<file path="src/rtl/seq_pattern_generator.sv">
// Serial pattern transmitter: shifts a WIDTH-bit pattern out MSB-first, repeat_cnt+1 times.
// Define SEQGEN_GAP_EN to insert one idle GAP cycle between consecutive repetitions.
module seq_pattern_generator #(
  parameter int WIDTH = 4,
  parameter int CNT_W = 4
) (
  input  logic             clk,
  input  logic             rst,
  // Load handshake: a load happens on a rising edge where load_valid && load_ready.
  // load_ready is high only in IDLE; load_valid outside IDLE is ignored.
  input  logic             load_valid,
  output logic             load_ready,
  input  logic [WIDTH-1:0] pattern,
  input  logic [CNT_W-1:0] repeat_cnt,
  input  logic             abort,
  output logic             o,
  output logic             o_valid,
  output logic             last,
  output logic             busy,
  output logic             done
);

  localparam int BW = $clog2(WIDTH);

`ifdef SEQGEN_GAP_EN
  typedef enum logic [1:0] {IDLE, SEND, GAP, DONE} state_t;
`else
  typedef enum logic [1:0] {IDLE, SEND, DONE} state_t;
`endif

  state_t           state_q;
  logic [WIDTH-1:0] shift_q, hold_q, shift_d;
  logic [BW-1:0]    bit_cnt_q;
  logic [CNT_W-1:0] rep_q;
  logic             o_q, o_valid_q, last_q, busy_q, done_q;

  // shift_q[WIDTH-1] always mirrors the bit currently on o during SEND.
  assign shift_d    = shift_q << 1;
  assign load_ready = (state_q == IDLE);
  assign o          = o_q;
  assign o_valid    = o_valid_q;
  assign last       = last_q;
  assign busy       = busy_q;
  assign done       = done_q;

  always_ff @(posedge clk or posedge rst) begin
    if (rst) begin
      state_q   <= IDLE;
      shift_q   <= '0;
      hold_q    <= '0;
      bit_cnt_q <= '0;
      rep_q     <= '0;
      o_q       <= 1'b0;
      o_valid_q <= 1'b0;
      last_q    <= 1'b0;
      busy_q    <= 1'b0;
      done_q    <= 1'b0;
    end else begin
      case (state_q)
        IDLE: begin
          done_q <= 1'b0;
          if (load_valid) begin
            state_q   <= SEND;
            shift_q   <= pattern;
            hold_q    <= pattern;
            rep_q     <= repeat_cnt;
            bit_cnt_q <= BW'(WIDTH - 1);
            o_q       <= pattern[WIDTH-1];
            o_valid_q <= 1'b1;
            last_q    <= 1'b0;
            busy_q    <= 1'b1;
          end
        end
        SEND: begin
          if (abort || (bit_cnt_q == '0 && rep_q == '0)) begin
            state_q   <= DONE;
            o_q       <= 1'b0;
            o_valid_q <= 1'b0;
            last_q    <= 1'b0;
            busy_q    <= 1'b0;
            done_q    <= 1'b1;
          end else if (bit_cnt_q == '0) begin
            rep_q     <= rep_q - 1'b1;
            shift_q   <= hold_q;
            bit_cnt_q <= BW'(WIDTH - 1);
            last_q    <= 1'b0;
`ifdef SEQGEN_GAP_EN
            state_q   <= GAP;
            o_q       <= 1'b0;
            o_valid_q <= 1'b0;
`else
            o_q       <= hold_q[WIDTH-1];
            o_valid_q <= 1'b1;
`endif
          end else begin
            shift_q   <= shift_d;
            bit_cnt_q <= bit_cnt_q - 1'b1;
            o_q       <= shift_q[WIDTH-2];
            last_q    <= (bit_cnt_q == BW'(1)) && (rep_q == '0);
          end
        end
`ifdef SEQGEN_GAP_EN
        GAP: begin
          if (abort) begin
            state_q   <= DONE;
            busy_q    <= 1'b0;
            done_q    <= 1'b1;
          end else begin
            state_q   <= SEND;
            o_q       <= shift_q[WIDTH-1];
            o_valid_q <= 1'b1;
          end
        end
`endif
        DONE: begin
          state_q <= IDLE;
          done_q  <= 1'b0;
        end
        default: state_q <= IDLE;
      endcase
    end
  end

endmodule

</file>
<file path="config.mk">
export PLATFORM = sky130hd
export DESIGN_NAME = seq_pattern_generator
export DESIGN_NICKNAME = d
export VERILOG_FILES = /design/src/rtl/seq_pattern_generator.sv
export SDC_FILE = /design/constraint.sdc
export NUM_CORES = 1
export LEC_CHECK = 0
export ABC_AREA = 1
export CAP_MARGIN = 20
export CORE_ASPECT_RATIO = 0.9
export CORE_MARGIN = 3
export CORE_UTILIZATION = 33
export CTS_CLUSTER_SIZE = 20
export DETAILED_ROUTE_END_ITERATION = 12
export SLEW_MARGIN = 10
export SYNTH_ARGS = -nofsm -noshare
export SYNTH_HDL_FRONTEND = slang
export SYNTH_SLANG_ARGS = --single-unit
</file>
<file path="constraint.sdc">
create_clock -name clk -period 2 [get_ports clk]
set_input_delay 0.4 -clock clk [delete_from_list [all_inputs] [get_ports clk]]
set_output_delay 0.4 -clock clk [all_outputs]
set_load 0.005 [all_outputs]
</file>
==> flow_summary.json, run 1 <==
{
  "core_um2": 2910,
  "port_buffers": 17,
  "seq_area_frac_synth_pct": 47.1,
  "power.share.switching_pct": 43.2,
  "insertedDiodeCount": 0,
  "finalCriticalPeriod_ns": 1.85,
  "gp_congestion": 0.805,
  "intPower_w": 0.00106,
  "drc": 0,
  "dieWidth_um": 65.8,
  "grt_antenna_before_repair": 0,
  "finalHoldViolations": 0,
  "crit_required_ns": 1.60,
  "htreeDepth": 1,
  "cts_root_buf": "clkbuf_4",
  "synthCells": 134,
  "clock_latency_ns": 0.30,
  "setup_viol": 0,
  "cts_hold_buf": 0,
  "cts_buffers": 3,
  "worst_clock_skew_ns": 0.00328,
  "ctsResizeCount": 0,
  "io_pins": 18,
  "drive_above_1_share_pct": 10.3,
  "tightestPinTransition_ns": 0.342,
  "p_comb_share_pct": 49.3,
  "worstSetupStartpointType": "flop",
  "layout_common_cells": "nand2_1, dfrtp_1, inv_1, clkdlybuf4s50_1, o21ai_0",
  "power_w": 0.00187,
  "dp_cells": 191,
  "fin_tns_setup_ns": 0,
  "fin_cells": 195,
  "vias": 886,
  "wl_per_cell_um": 11.5,
  "area_delta_synth_final_pct": 23.8,
  "cts_buffer_depth": 2,
  "cp_max_fo": 4,
  "maxCapViolCount": 0,
  "endpoint_kind": "output pin",
  "grt_pass1_vias": 814,
  "yosysTopAreaCellShare_pct": 47.1,
  "yosys_warnings": 0,
  "power_frac_seq_pct": 37.9,
  "syn_area_um2": 1060,
  "via_per_inst": 4.54,
  "drt_iter0_markers": 38,
  "path_class": "flop to output pin",
  "status": "finished, final reports clean",
  "ys_ff_latch": 20,
  "grt_max_degree": 21,
  "rsz0062_at_grt": "no",
  "yosysUniqueCellTypes": 18,
  "cts_setup_buffers": 0,
  "syn_nets": 150,
  "drt_pass1_iterations": 4,
  "grt_pass1_wl_mm": 3.82,
  "postSynthAreaPerCell_um2": 7.93,
  "arrival_ns": 1.45,
  "rr_worst_depth": 8,
  "final_common_cell": "nand2_1",
  "power_switching_w": 0.000810,
  "powerDensity_nw_per_um2": 1430,
  "start_util_pct": 36.6,
  "rows": 18,
  "clkTransAtPathRegs_ns": 0.12,
  "power_frac_clock_pct": 12.8,
  "maxSlewViolCount": 0,
  "cts_tree": "yes",
  "power.leakage_nw": 0.673,
  "cts.sinks": 20,
  "dieHeight_um": 59.8,
  "grt_use_total_pct": 12.6,
  "slew_headroom_pct": 77.1,
  "dieArea_um2": 3940,
  "totalWireLength_mm": 2.24,
  "postRouteAntennaNets": 0,
  "peakVddDrop_mv": 0.701,
  "min_period_over_period_pct": 92.7,
  "yosysTopAreaCell": "dfrtp_1",
  "grt_overflow": 0,
  "fmax_mhz": 540,
  "hold_class": "input port to asynchronous set/reset pin",
  "ys_top_cells_by_area": "dfrtp_1, nand2_1, o21ai_0",
  "dpl.hpwl_mm": 1.62,
  "finalNetCount": 172
}
## critical path: stages (launching register included)
cell and delay, ns:
dfrtp_1 0.45, nor2_1 0.17, clkdlybuf4s50_1 0.53
## worst paths after layout
kind	from	endpoint	slack, ns
worst max register to register	bit_cnt_q[0]$_DFFE_PP0P_	o_valid$_DFFE_PP0P_	0.37
worst min-delay path	rst	o_valid$_DFFE_PP0P_	0.41
worst max-delay path	state_q[0]$_DFFE_PP0P_	load_ready	0.15
max in group asynchronous	rst	shift_q[2]$_DFFE_PP0P_	1.38
worst min register to register	busy$_DFFE_PP0P_	busy$_DFFE_PP0P_	0.49
min in group clk	busy$_DFFE_PP0P_	busy$_DFFE_PP0P_	0.49
## sequential cells by signal, summed over array words and instances, names as in the netlist
name       flops
bit_cnt_q      2
busy           1
done           1
hold_q         4
last           1
o              1
o_valid        1
rep_q          4
shift_q        3
state_q        2
## final cells by class
| class | instances | area, µm² |
|---|---|---|
| Inverter | 20 | 75.1 |
| Clock buffer | 4 | 36.3 |
| Fill cell | 282 | 1590 |
| Sequential cell | 20 | 500 |
| Tap cell | 40 | 50.0 |
| Multi-Input combinational cell | 93 | 475 |
| Timing Repair Buffer | 18 | 178 |
## Yosys cell counts
cell and n:
nand2_1 45, dfrtp_1 20, inv_1 18, o21ai_0 14
nand3_1 10, nor2_1 6, ha_1 4, nand2_2 3
inv_2 2, nand2_4 2, nand4_1 2, o21ai_2 2
a21oi_1 1, buf_6 1, nor2_4 1, nor3b_1 1
o22ai_1 1, o22ai_2 1
## cells by family (layout without fill, tap and decap cells)
| logic type | count (synthesis) | count (layout) | share of synthesized area [%] |
|---|---|---|---|
| fa+ha+maj | 4 | 4 | 4.71 |
| compound gates | 19 | 19 | 10.5 |
| buf+inv | 21 | 42 | 8.13 |
| flops | 20 | 20 | 47.1 |
| simple gates | 70 | 70 | 29.6 |
## metrics by stage
stage	cell area [µm²]	worst slack, ns	util (%)	hold slack, ns
3_5_place_dp	1280	0.380	44.0	0.458
5_1_grt	1320	0.0643	45.3	0.440
6_report	1320	0.146	45.3	0.407
2_1_floorplan	1060	0.649	-	0.364
3_3_place_gp	1280	0.427	44.0	0.454
4_1_cts	1320	0.109	45.3	0.412
## power groups by stage
stage	logic [W]	clock network [W]	registers (W)
floorplan	0.000671	0	0.000699
global placement	0.000902	0	0.000719
detailed placement	0.000930	0	0.000721
CTS	0.000934	0.000248	0.000711
global route	0.00107	0.000266	0.000738
finish	0.000924	0.000239	0.000711
## metal layers
| metal | track usage [%] | up-vias | routed length (µm) |
|---|---|---|---|
| met5 | 0 | - | 0 |
| met4 | 4.73 | 0 | 13 |
| met3 | 3.76 | 2 | 96 |
| met2 | 19.3 | 19 | 1050 |
| met1 | 16.9 | 400 | 1080 |
| li1 | - | 465 | - |
No activity file was read; power rests on OpenSTA's default activity.
==> inputs of run 2 (changes only) <==
- PLACE_DENSITY: default -> 0.52
==> run 2 against run 1 <==
Combinational power decreased by 0.6%. Flip-flop and latch count unchanged. Setup slack worse by 0.015 ns. Via count up 0.23%. Fmax shrank 0.81%. Global-route usage shrank 0.14 points. First-iteration DRC count fell by 39%. Clock-buffer cell count is 1 lower. Sequential power up 1%. Design area decreased by 1.0%. Routed wire length is 0.98% lower. Core utilization down 0.47 points. Critical path type unchanged.
==> flow_summary.json, run 2 (synthesized netlist as in run 1, its figures left out) <==
{
  "status": "finished, final reports clean",
  "slowest_delay_ns": 0.53,
  "layout_common_cells": "nand2_1, dfrtp_1, inv_1, clkdlybuf4s50_1, o21ai_0",
  "setup_ws_ns": 0.131,
  "clkTransAtPathRegs_ns": 0.11,
  "insertedDiodeCount": 0,
  "worstSetupStartpointType": "flop",
  "grt_antenna_before_repair": 0,
  "htreeDepth": 1,
  "cts_buffers": 3,
  "setup_viol": 0,
  "setup.worst_path.end": "load_ready",
  "dieHeight_um": 59.8,
  "final_common_cell": "nand2_1",
  "path_class": "flop to output pin",
  "drc": 0,
  "min_period_over_period_pct": 93.4,
  "clock_latency_ns": 0.30,
  "area_delta_synth_final_pct": 22.5,
  "grt_pass1_vias": 866,
  "grt_overflow": 0,
  "maxCapViolCount": 0,
  "r2r-start": "bit_cnt_q[0]$_DFFE_PP0P_",
  "crit_required_ns": 1.60,
  "fin_cells": 194,
  "cts_hold_buf": 0,
  "core_um2": 2910,
  "maxSlewViolCount": 0,
  "rr_worst_depth": 8,
  "grt_use_total_pct": 12.5,
  "timing.rr.end": "o_valid$_DFFE_PP0P_",
  "cp_slowest_cell": "clkdlybuf4s50_1",
  "drive_above_1_share_pct": 9.74,
  "totalWireLength_mm": 2.22,
  "cts_root_buf": "clkbuf_4",
  "finalNetCount": 172,
  "tightestPinTransition_ns": 0.364,
  "rsz0062_at_grt": "no",
  "fill_cells": 295,
  "io_pins": 18,
  "gp_congestion": 0.823,
  "top_regs": "hold_q (4), rep_q (4), shift_q (3)",
  "drt_iter0_markers": 23,
  "fmax_mhz": 535,
  "finalCriticalPeriod_ns": 1.87,
  "cp-startpoint": "state_q[0]$_DFFE_PP0P_",
  "slew_headroom_pct": 75.7,
  "port_buffers": 17,
  "grt_pass1_wl_mm": 3.80,
  "power.leakage_nw": 0.666,
  "endpoint_kind": "output pin",
  "worst_clock_skew_ns": 0.00983,
  "peakVddDrop_mv": 0.617,
  "cts.sinks": 20,
  "hold_class": "input port to asynchronous set/reset pin",
  "drt_pass1_iterations": 4,
  "finalHoldViolations": 0,
  "vias": 888,
  "cts_buffer_depth": 2,
  "arrival_ns": 1.47,
  "start_util_pct": 36.6,
  "reg2reg_slack_ns": 0.43,
  "cp_max_fo": 4,
  "dpl_worst_slack_ns": 0.411,
  "grt_max_degree": 21,
  "cts_tree": "yes",
  "postRouteAntennaNets": 0,
  "via_per_inst": 4.58,
  "wl_per_cell_um": 11.4,
  "powerDensity_nw_per_um2": 1400,
  "dieWidth_um": 65.8,
  "rows": 18,
  "dieArea_um2": 3940,
  "cts_setup_buffers": 0,
  "dp_cells": 191,
  "ctsResizeCount": 0,
  "path_cells": "nor2_1 -> clkdlybuf4s50_1",
  "fin_tns_setup_ns": 0,
  "dpl.hpwl_mm": 1.65
}
## run 2: cell types whose count changed in the layout (fill, tap and decap cells not counted), sizes merged
cell,previous run,this run
clkbuf,4,3
## run 2: worst min-delay path by stage
stage	startpoint	end	slack, ns
final	rst	done$_DFFE_PP0P_	0.41
after CTS	rst	done$_DFFE_PP0P_	0.41
after detailed placement	shift_q[0]$_DFFE_PP0P_	shift_q[0]$_DFFE_PP0P_	0.46
after global placement	shift_q[0]$_DFFE_PP0P_	shift_q[0]$_DFFE_PP0P_	0.45
after floorplan	rst	bit_cnt_q[0]$_DFFE_PP0P_	0.36
after global routing	rst	done$_DFFE_PP0P_	0.42
## run 2: routing by layer
| layer | track usage (%) | vias up | wire, µm | part of all wire [%] |
|---|---|---|---|---|
| met5 | 0 | - | 0 | 0 |
| met4 | 2.66 | 0 | 15 | 0.68 |
| met3 | 3.38 | 2 | 65 | 2.9 |
| met2 | 22.1 | 9 | 1080 | 49 |
| met1 | 15.2 | 415 | 1060 | 48 |
| li1 | - | 462 | - | - |
## run 2: layout make-up
cell class              instances  area, µm²  area share [%]
flip-flops and latches         20        500            38.5
multi-input cells              93        475            36.5
repair buffers                 18        178            13.7
inverters                      20       75.1            5.77
well taps                      40       50.0            3.85
clock buffers                   3       22.5            1.73
## run 2: power breakdown
part / internal (W) / leakage [nW] / switching, W
clock network: 0.0000701 / 0.0138 / 0.000118
registers: 0.000585 / 0.245 / 0.000136
logic: 0.000371 / 0.407 / 0.000546
## run 2: stage by stage
stage               instance area [µm²]  power (W)  hold WS, ns  utilization [%]
finish                             1300    0.00183        0.414             44.8
detailed placement                 1280    0.00166        0.456             44.0
floorplan                          1060    0.00137        0.364                -
global route                       1300    0.00202        0.424             44.8
CTS                                1300    0.00185        0.415             44.8
global placement                   1280    0.00164        0.453             44.0
## run 2: worst max-delay path: cells and delay by family (launching register included)
family	cells	cell delay [ns]
flip-flops	1	0.47
buffers and inverters	1	0.53
AND/OR/NAND/NOR	1	0.17
==> inputs of run 3 (changes only) <==
- ABC_AREA: 1 -> default
==> run 3 against run 2 <==
Register-to-register slack worse by 0.16 ns. Area after synthesis increased by 4.2%. Flip-flop and latch count is the same. Combinational power is 23% lower. Clock skew is 0.0065 ns lower. Clock power up 39%. Via count down 2.3%. Routed wire length up 4.2%. Non-clock buffer count grew 8. Setup slack improved by 0.055 ns. Largest power group is now sequential cells. Highest routed layer unchanged.
==> flow_summary.json, run 3 <==
{
  "power_frac_seq_pct": 43.1,
  "path_cells": "nor2_1 -> clkdlybuf4s50_1",
  "p_comb_share_pct": 41.6,
  "htreeDepth": 1,
  "peakVddDrop_mv": 0.538,
  "drc": 0,
  "syn_nets": 126,
  "grt_overflow": 0,
  "dieArea_um2": 4090,
  "fin_cells": 176,
  "maxCapViolCount": 0,
  "holdWs_ns": 0.463,
  "power_switching_w": 0.000601,
  "rows": 19,
  "syn_area_um2": 1110,
  "status": "finished, final reports clean",
  "yosysMostFrequentCell": "dfrtp_1",
  "io_pins": 18,
  "wl_per_cell_um": 13.1,
  "via_per_inst": 4.93,
  "drt_iter0_markers": 29,
  "top_regs": "hold_q (4), rep_q (4), shift_q (3)",
  "postSynthAreaPerCell_um2": 10.1,
  "finalHoldViolations": 0,
  "ctsResizeCount": 0,
  "fin_tns_setup_ns": 0,
  "drive_above_1_share_pct": 13.4,
  "synth_commonest_cells": "dfrtp_1, nand2_1, inv_1",
  "ys_ff_latch": 20,
  "clock_latency_ns": 0.26,
  "worst_clock_skew_ns": 0.00334,
  "grt_use_total_pct": 13.0,
  "power.share.switching_pct": 35.2,
  "postRouteAntennaNets": 0,
  "synth_edf_count": 0,
  "seq_area_frac_synth_pct": 45.2,
  "yosysUniqueCellTypes": 35,
  "rsz0062_at_grt": "no",
  "finalNetCount": 152,
  "core_um2": 3140,
  "arrival_ns": 1.41,
  "dieHeight_um": 61.0,
  "start_util_pct": 35.3,
  "power_frac_clock_pct": 15.3,
  "grt_pass1_wl_mm": 3.91,
  "totalWireLength_mm": 2.31,
  "intPower_w": 0.00111,
  "clkTransAtPathRegs_ns": 0.07,
  "crit_required_ns": 1.60,
  "cts_buffer_depth": 2,
  "endpoint_kind": "output pin",
  "dp_cells": 173,
  "fmax_mhz": 551,
  "yosysTopAreaCellShare_pct": 45.2,
  "cts_hold_buf": 0,
  "slowest_delay_ns": 0.51,
  "final_common_cell": "dfrtp_1",
  "setup_ws_ns": 0.186,
  "cp_slowest_cell": "dfrtp_1",
  "hold_class": "input port to asynchronous set/reset pin",
  "drt_pass1_iterations": 4,
  "grt_max_degree": 21,
  "async_reset_ff_share_pct": 100,
  "dpl_worst_slack_ns": 0.0775,
  "powerDensity_nw_per_um2": 1220,
  "grt_pass1_vias": 840,
  "grt_antenna_before_repair": 0,
  "worstSetupStartpointType": "flop",
  "ys_top_cells_by_area": "dfrtp_1, nand2_1, inv_1",
  "yosys_warnings": 0,
  "setup_viol": 0,
  "path_class": "flop to output pin",
  "area_delta_synth_final_pct": 26.6,
  "layout_common_cells": "dfrtp_1, nand2_1, clkdlybuf4s50_1, inv_1, buf_4",
  "power.leakage_nw": 0.647,
  "slew_headroom_pct": 61.7,
  "port_buffers": 17,
  "vias": 868,
  "min_period_over_period_pct": 90.7,
  "cp_num_buf_inv": 1,
  "tightestPinTransition_ns": 0.570,
  "dieWidth_um": 67.1,
  "dpl.hpwl_mm": 1.78,
  "cp_max_fo": 12,
  "maxSlewViolCount": 0,
  "cts_setup_buffers": 0,
  "gp_congestion": 0.906,
  "cts_root_buf": "clkbuf_8",
  "cts_buffers": 3,
  "synthCells": 110,
  "cp_top_family": "flip-flops",
  "yosysTopAreaCell": "dfrtp_1",
  "insertedDiodeCount": 0,
  "finalCriticalPeriod_ns": 1.81,
  "cts_tree": "yes",
  "synthFlopType": "dfrtp_1",
  "cts.sinks": 20
}
## run 3: cell types whose count changed in the layout (fill, tap and decap cells not counted), sizes merged, moves of 3 or more
cell,previous run,this run
nor3,0,4
o21ai,16,1
nor3b,1,4
nand3,10,0
a221oi,0,3
o21a,0,3
nand2,50,17
inv,20,14
a211oi,0,3
buf,1,9
mux2i,0,4
## run 3: cells by family after synthesis
| group | synth area share [%] |
|---|---|
| buf+inv | 8.14 |
| mux | 3.62 |
| compound gates | 16.0 |
| fa+ha+maj | 4.52 |
| simple gates | 22.5 |
| flops | 45.2 |
## run 3: final timing paths
check | start | cells past startpoint | slack (ns) | to
setup / recovery | state_q[0]$_DFFE_PP0P_ | 2 | 0.19 | load_ready
hold / removal | rst | 3 | 0.46 | rep_q[3]$_DFFE_PP0P_
setup reg to reg | rep_q[0]$_DFFE_PP0P_ | 5 | 0.27 | shift_q[0]$_DFFE_PP0P_
hold reg to reg | hold_q[0]$_DFFE_PP0P_ | 2 | 0.48 | hold_q[0]$_DFFE_PP0P_
max in group asynchronous | rst | 3 | 1.33 | shift_q[1]$_DFFE_PP0P_
min in group clk | hold_q[0]$_DFFE_PP0P_ | 2 | 0.48 | hold_q[0]$_DFFE_PP0P_
## run 3: worst register-to-register path, cell delays in order, from the launching register on
cell	delay, ns
dfrtp_1	0.42
inv_1	0.09
ha_1	0.20
nor4bb_1	0.43
nor3_1	0.19
a221oi_1	0.30
## run 3: through the flow
stage                     cell area, µm²  total power [W]  utilization (%)
after floorplan                     1110          0.00119                -
after global placement              1360          0.00145             43.3
after detailed placement            1360          0.00146             43.3
after CTS                           1400          0.00173             44.7
after global routing                1400          0.00186             44.7
final                               1400          0.00171             44.7
## run 3: metal layers
metal  part of all wire (%)  up-vias  global-route usage, %
li1                       -      437                      -
met1                     51      413                   18.8
met2                     45       16                   19.3
met3                    3.4        2                   3.33
met4                   0.73        0                   3.47
met5                      0        -                      0
## run 3: power groups by stage
| stage | clock network (W) | logic (W) | registers [W] |
|---|---|---|---|
| 5_1_grt | 0.000287 | 0.000800 | 0.000768 |
| 3_5_place_dp | 0 | 0.000716 | 0.000744 |
| 4_1_cts | 0.000274 | 0.000719 | 0.000738 |
| 6_report | 0.000261 | 0.000710 | 0.000736 |
| 2_1_floorplan | 0 | 0.000499 | 0.000686 |
| 3_3_place_gp | 0 | 0.000712 | 0.000741 |
## run 3: final cells by class
class,instances,area [µm²]
clock buffers,3,41.3
multi-input cells,71,517
flip-flops and latches,20,500
repair buffers,26,238
fillers,320,1740
well taps,42,52.6
inverters,14,52.6
==> patch 1: new RTL, config.mk and constraints of run 3 <==
Add a define of `SEQGEN_GAP_EN`.
--- a/src/rtl/seq_pattern_generator.sv
+++ b/src/rtl/seq_pattern_generator.sv
@@ -1,5 +1,7 @@
 // Serial pattern transmitter: shifts a WIDTH-bit pattern out MSB-first, repeat_cnt+1 times.
 // Define SEQGEN_GAP_EN to insert one idle GAP cycle between consecutive repetitions.
+`define SEQGEN_GAP_EN
+
 module seq_pattern_generator #(
   parameter int WIDTH = 4,
   parameter int CNT_W = 4
Function: changed (Yosys sat finds a counterexample within 10 cycles, from zero or initial values and one cycle with rst high).
==> patch 1 against run 3 <==
Global-route usage increased by 2.4 points; wire length up 48%; hold slack lost 0.0027 ns; cell area up 21%; synthesized area up 22%; sequential cell count increased by 1; worst setup slack lost 0.097 ns; critical path type unchanged; die area increased by 20%.
Power is not compared: it rests on default switching activity, and its combinational part moved more than twofold at a synthesized area within 25%.
==> patch 1: results (changes against run 3) <==
Tot GR Track Use=15.4% (+2.4 points); Post-synth top cells=21 x dfrtp_1, 18 x a21oi_1, 18 x nand2_1; Pleak=0.757 nW; H-tree level count=1 (unchanged); status=complete, no violations; pin count of the biggest net entering global routing=22 (+4.8%); wire length on met3=135 um (+71%); Root Driver=clkbuf_8; post-synth cell types=36 (+2.9%); first-pass GRT wire length=5770 um (+47%); Hold Crit Class=input pin to asynchronous set/reset pin; HPWL after DPL=2570 um (+44%); Largest delay share family, worst path=buffers and inverters; met1 WL=1690 um (+44%); clock skew=0.00568 ns (+0.00233 ns); number of global-route vias before repair=1,190 (+42%); Synth async-reset ratio=100% (unchanged); Ys Warns=0 (unchanged); Post CTS Setup Buffer Count=0 (unchanged); GR Layer Usage met1=20.6% (+1.8 points); antenna violations before repair=0 (unchanged); Post-Place Setup Slack=0.0812 ns (+0.00376 ns); met3 usage=3.62% (+0.29 points); top flop regs=hold_q (4), rep_q (4), shift_q (4); CP max FO=5 (-7); Max clock buf depth=2 (unchanged); Via-to-Cell Ratio=5.38 (+9.0%); TritonRoute pass-1 iters=4 (unchanged); Worst VDD drop=just under 800 uV; switching fraction of total power=between 40% and 50%; Port Buf Inserts=17 (unchanged); Net Count, Synth=168 (+33%); top post-synthesis cells by area=dfrtp_1 39%, ha_1 8.3%, a21oi_1 6.7%, nand2_1 5.0%, inv_1 3.3%; #FFs+latches synth=21 (+5.0%); fill count=390 (+22%); CTS Buf Count=3 (unchanged); post-CTS sizing=2 (+2); number of nets in the layout=197 (+30%); Worst EP arrival=1.51 ns (+0.10 ns); Avg WL per Cell=15.5 um (+18%); grt met2 use=24.7% (+5.3 points); GPL Wtd Cong=0.810 (-11%); DRT iter0 DRCs=72 (+150%); Max stage delay on crit path=0.51 ns (about the same); Worst-Margin Slew=0.368 ns (-0.202 ns); register area share after synthesis=39.0% (-6.2 points); top sig layer=met4; final setup TNS=0 ns (unchanged); Synth top area share=39.0% (-6.2 points); cell with the most instances after synthesis=dfrtp_1; Clock transition at path regs=0.08 ns; Skew-Pair Late Insertion Delay=0.27 ns; Antenna diodes=0 (unchanged); met2 wire length=1570 um (+52%); GRT Residual Overflow=0 (unchanged); slowest stage cell, crit path=clkdlybuf4s50_1; share of cells above drive strength 1=12.6% (-0.86 points)
-- patch 1: cell type report --
class / count / area share [%]
Clock buffer: 4 / 2.65
Inverter: 13 / 2.88
Multi-Input combinational cell: 108 / 44.8
Sequential cell: 21 / 31.0
Tap cell: 46 / 3.39
Timing Repair Buffer: 29 / 15.3
-- patch 1: through the flow --
stage | instance area (sq um) | std cells
2_1_floorplan | 1350 | 147
6_report | 1700 | 221
4_1_cts | 1690 | 221
3_5_place_dp | 1640 | 217
5_1_grt | 1700 | 221
3_3_place_gp | 1640 | 217
-- patch 1: power groups by stage --
stage	sequential (mW)	clock, mW	combinational [mW]
5_1_grt	0.849	0.323	1.71
6_report	0.820	0.290	1.53
3_5_place_dp	0.819	0	1.47
2_1_floorplan	0.771	0	1.02
4_1_cts	0.812	0.301	1.52
3_3_place_gp	0.811	0	1.46
-- patch 1: logic make-up (layout without fill, tap and decap cells) --
group	count (synthesis)	in the layout	share of synthesized area [%]
adder cells (fa/ha/maj)	9	9	8.35
buffers and inverters	18	46	5.94
flip-flops	21	21	39.0
AND/OR/NAND/NOR	45	45	18.1
AO/OA/AOI/OAI	46	46	22.4
multiplexers	8	8	6.31
-- patch 1: final timing paths --
check                                    startpoint  cells past startpoint                      to  slack, ns
min in group clk              hold_q[1]$_DFFE_PP0P_                      2   hold_q[1]$_DFFE_PP0P_       0.48
max reg2reg                bit_cnt_q[1]$_DFFE_PP0P_                      5    rep_q[3]$_DFFE_PP0P_       0.09
min reg2reg                   hold_q[1]$_DFFE_PP0P_                      2   hold_q[1]$_DFFE_PP0P_       0.48
max                          state_q[0]$_DFFE_PP0P_                      3              load_ready       0.09
min                                             rst                      3        done$_DFFE_PP0P_       0.46
max in group asynchronous                       rst                      3  shift_q[1]$_DFFE_PP0P_       1.31
==> patch 2: new RTL, config.mk and constraints of run 3 <==
Made on the original files. Reset style: synchronous (`rst`), changed in one clocked block.
--- a/src/rtl/seq_pattern_generator.sv
+++ b/src/rtl/seq_pattern_generator.sv
@@ -43,7 +43,7 @@
   assign busy       = busy_q;
   assign done       = done_q;
 
-  always_ff @(posedge clk or posedge rst) begin
+  always_ff @(posedge clk) begin
     if (rst) begin
       state_q   <= IDLE;
       shift_q   <= '0;
Function: differs if rst is asserted again (counterexample within 4 cycles, from zero or initial values and one cycle with rst high); with rst held inactive, the same outputs for 10 cycles.
==> patch 2 against run 3 <==
Critical endpoint unchanged; worst setup slack better by 0.025 ns; fmax increased by 1.4%; highest routed layer unchanged; sequential cell count unchanged; synthesized area down 7.6%; cell area shrank 7.0%; wire length shrank 2.7%.
Power is not compared: it rests on default switching activity, and its combinational part moved more than twofold at a synthesized area within 25%.
==> patch 2: results (changes against run 3) <==
Max-slew headroom=75.3% (+14 points); final WL=2250 um (-2.7%); Post CTS Setup Buffer Count=0 (unchanged); Largest delay share family, worst path=flip-flops; Max stage delay on crit path=0.54 ns (+0.03 ns); top post-synthesis cells by area=dfxtp_1 39%, a21oi_1 5.9%, ha_1 4.9%, mux2_2 4.4%, nand2_1 4.4%; top flop regs=hold_q (4), rep_q (4), shift_q (3); CP max FO=9 (-3); slowest stage cell, crit path=dfxtp_1; register area share after synthesis=39.1% (-6.1 points); Antenna diodes=0 (unchanged); Main synth FF type=dfxtp_1; pin count of the biggest net entering global routing=18 (-14%); Tot GR Track Use=13.2% (+0.24 points); Clock transition at path regs=0.12 ns (+0.05 ns); mux cell area share after synthesis=6.36% (+2.7 points); number of nets in the layout=158 (+3.9%); Root Driver=clkbuf_4; Max clock buf depth=2 (unchanged); GPL Wtd Cong=0.778 (-14%); first-pass GRT wire length=3940 um (+0.69%); post-synthesis compound-gate area fraction=21.4% (+5.3 points); number of global-route vias before repair=806 (-4.0%); Hold Crit Class=flip-flop to flip-flop; share of cells above drive strength 1=14.2% (+0.75 points); HPWL after DPL=1700 um (-4.5%); Pleak=0.505 nW; Skew-Pair Late Insertion Delay=0.30 ns (+0.04 ns); post-CTS sizing=0 (unchanged); DR vias=865 (-0.35%); Worst EP arrival=1.39 ns (-0.02 ns); Net Count, Synth=134 (+6.3%); Post-synth top cells=20 x dfxtp_1, 12 x a21oi_1, 12 x nand2_1, 12 x nor2_1; status=complete, no violations; XOR/XNOR share of the synthesized area=0% (unchanged); Worst VDD drop=about 440 uV; Port Buf Inserts=17 (unchanged); Synth async-reset ratio=0% (-100 points); DRT iter0 DRCs=16 (-45%); H-tree level count=1 (unchanged); clock skew=0.00577 ns (+0.00243 ns); TritonRoute pass-1 iters=4 (unchanged); post-synth cell types=37 (+5.7%); adder-cell share of the synthesized area=4.89% (+0.37 points); CTS Buf Count=3 (unchanged); antenna violations before repair=0 (unchanged); Ys Warns=0 (unchanged)
## patch 2: changes by cell type in the layout (fill, tap and decap cells not counted), sizes merged, moves of 3 or more
cell | before | now
mux2 | 0 | 4
a221oi | 3 | 0
o21ai | 1 | 8
nor2 | 5 | 12
dfrtp | 20 | 0
dfxtp | 0 | 20
inv | 14 | 7
a21oi | 2 | 12
nand2 | 17 | 12
## patch 2: metrics by stage
step                hold slack [ns]  instances  setup slack [ns]  util (%)  cell area (sq um)
finish                        0.461        181             0.211      45.6               1300
global route                  0.487        181             0.100      45.6               1300
CTS                           0.466        181             0.210      45.6               1300
detailed placement            0.449        177            0.0629      44.3               1270
global placement              0.441        177            0.0990      44.3               1270
floorplan                     0.432        118             0.344         -               1020
## patch 2: report_power, final
part           total (mW)  internal [mW]  leakage [nW]  switching, mW
registers           0.462          0.434         0.165         0.0280
clock network       0.240          0.111        0.0210          0.129
logic               0.255          0.134         0.319          0.122
## patch 2: layer usage
layer	vias to the layer above	wire length [um]	part of all wire, %	GRT usage, %
li1	464	-	-	-
met1	386	1250	55	19.6
met2	13	905	40	18.4
met3	2	80	3.6	4.20
met4	0	15	0.67	3.61
met5	-	0	0	0
## patch 2: worst min-delay path: stages, from the launching register on
cell	delay [ns]
dfxtp_1	0.33
nand2_1	0.05
a21oi_1	0.05
## patch 2: worst paths after layout
check	slack [ns]	depth (start not counted)	to	start
max	0.21	2	load_ready	state_q[0]$_SDFFE_PP0P_
min reg2reg	0.46	2	hold_q[0]$_SDFFE_PP0P_	hold_q[0]$_SDFFE_PP0P_
min	0.46	2	hold_q[0]$_SDFFE_PP0P_	hold_q[0]$_SDFFE_PP0P_
max reg2reg	0.21	6	shift_q[1]$_SDFFE_PP0P_	bit_cnt_q[0]$_SDFFE_PP0P_
## patch 2: final cells by class
class	instances	area, sq um
fill	304	1560
multi-input combinational	85	561
sequential	20	400
timing repair buffer	25	230
tap	40	50.0
clock buffer	4	36.3
inverter	7	26.3
## patch 2: logic make-up after synthesis
logic type,count (synthesis)
and+or+nand+nor,42
DFF,20
AOI/OAI and AO/OA,33
buffers and inverters,13
muxes,6
adders and majority gates,4
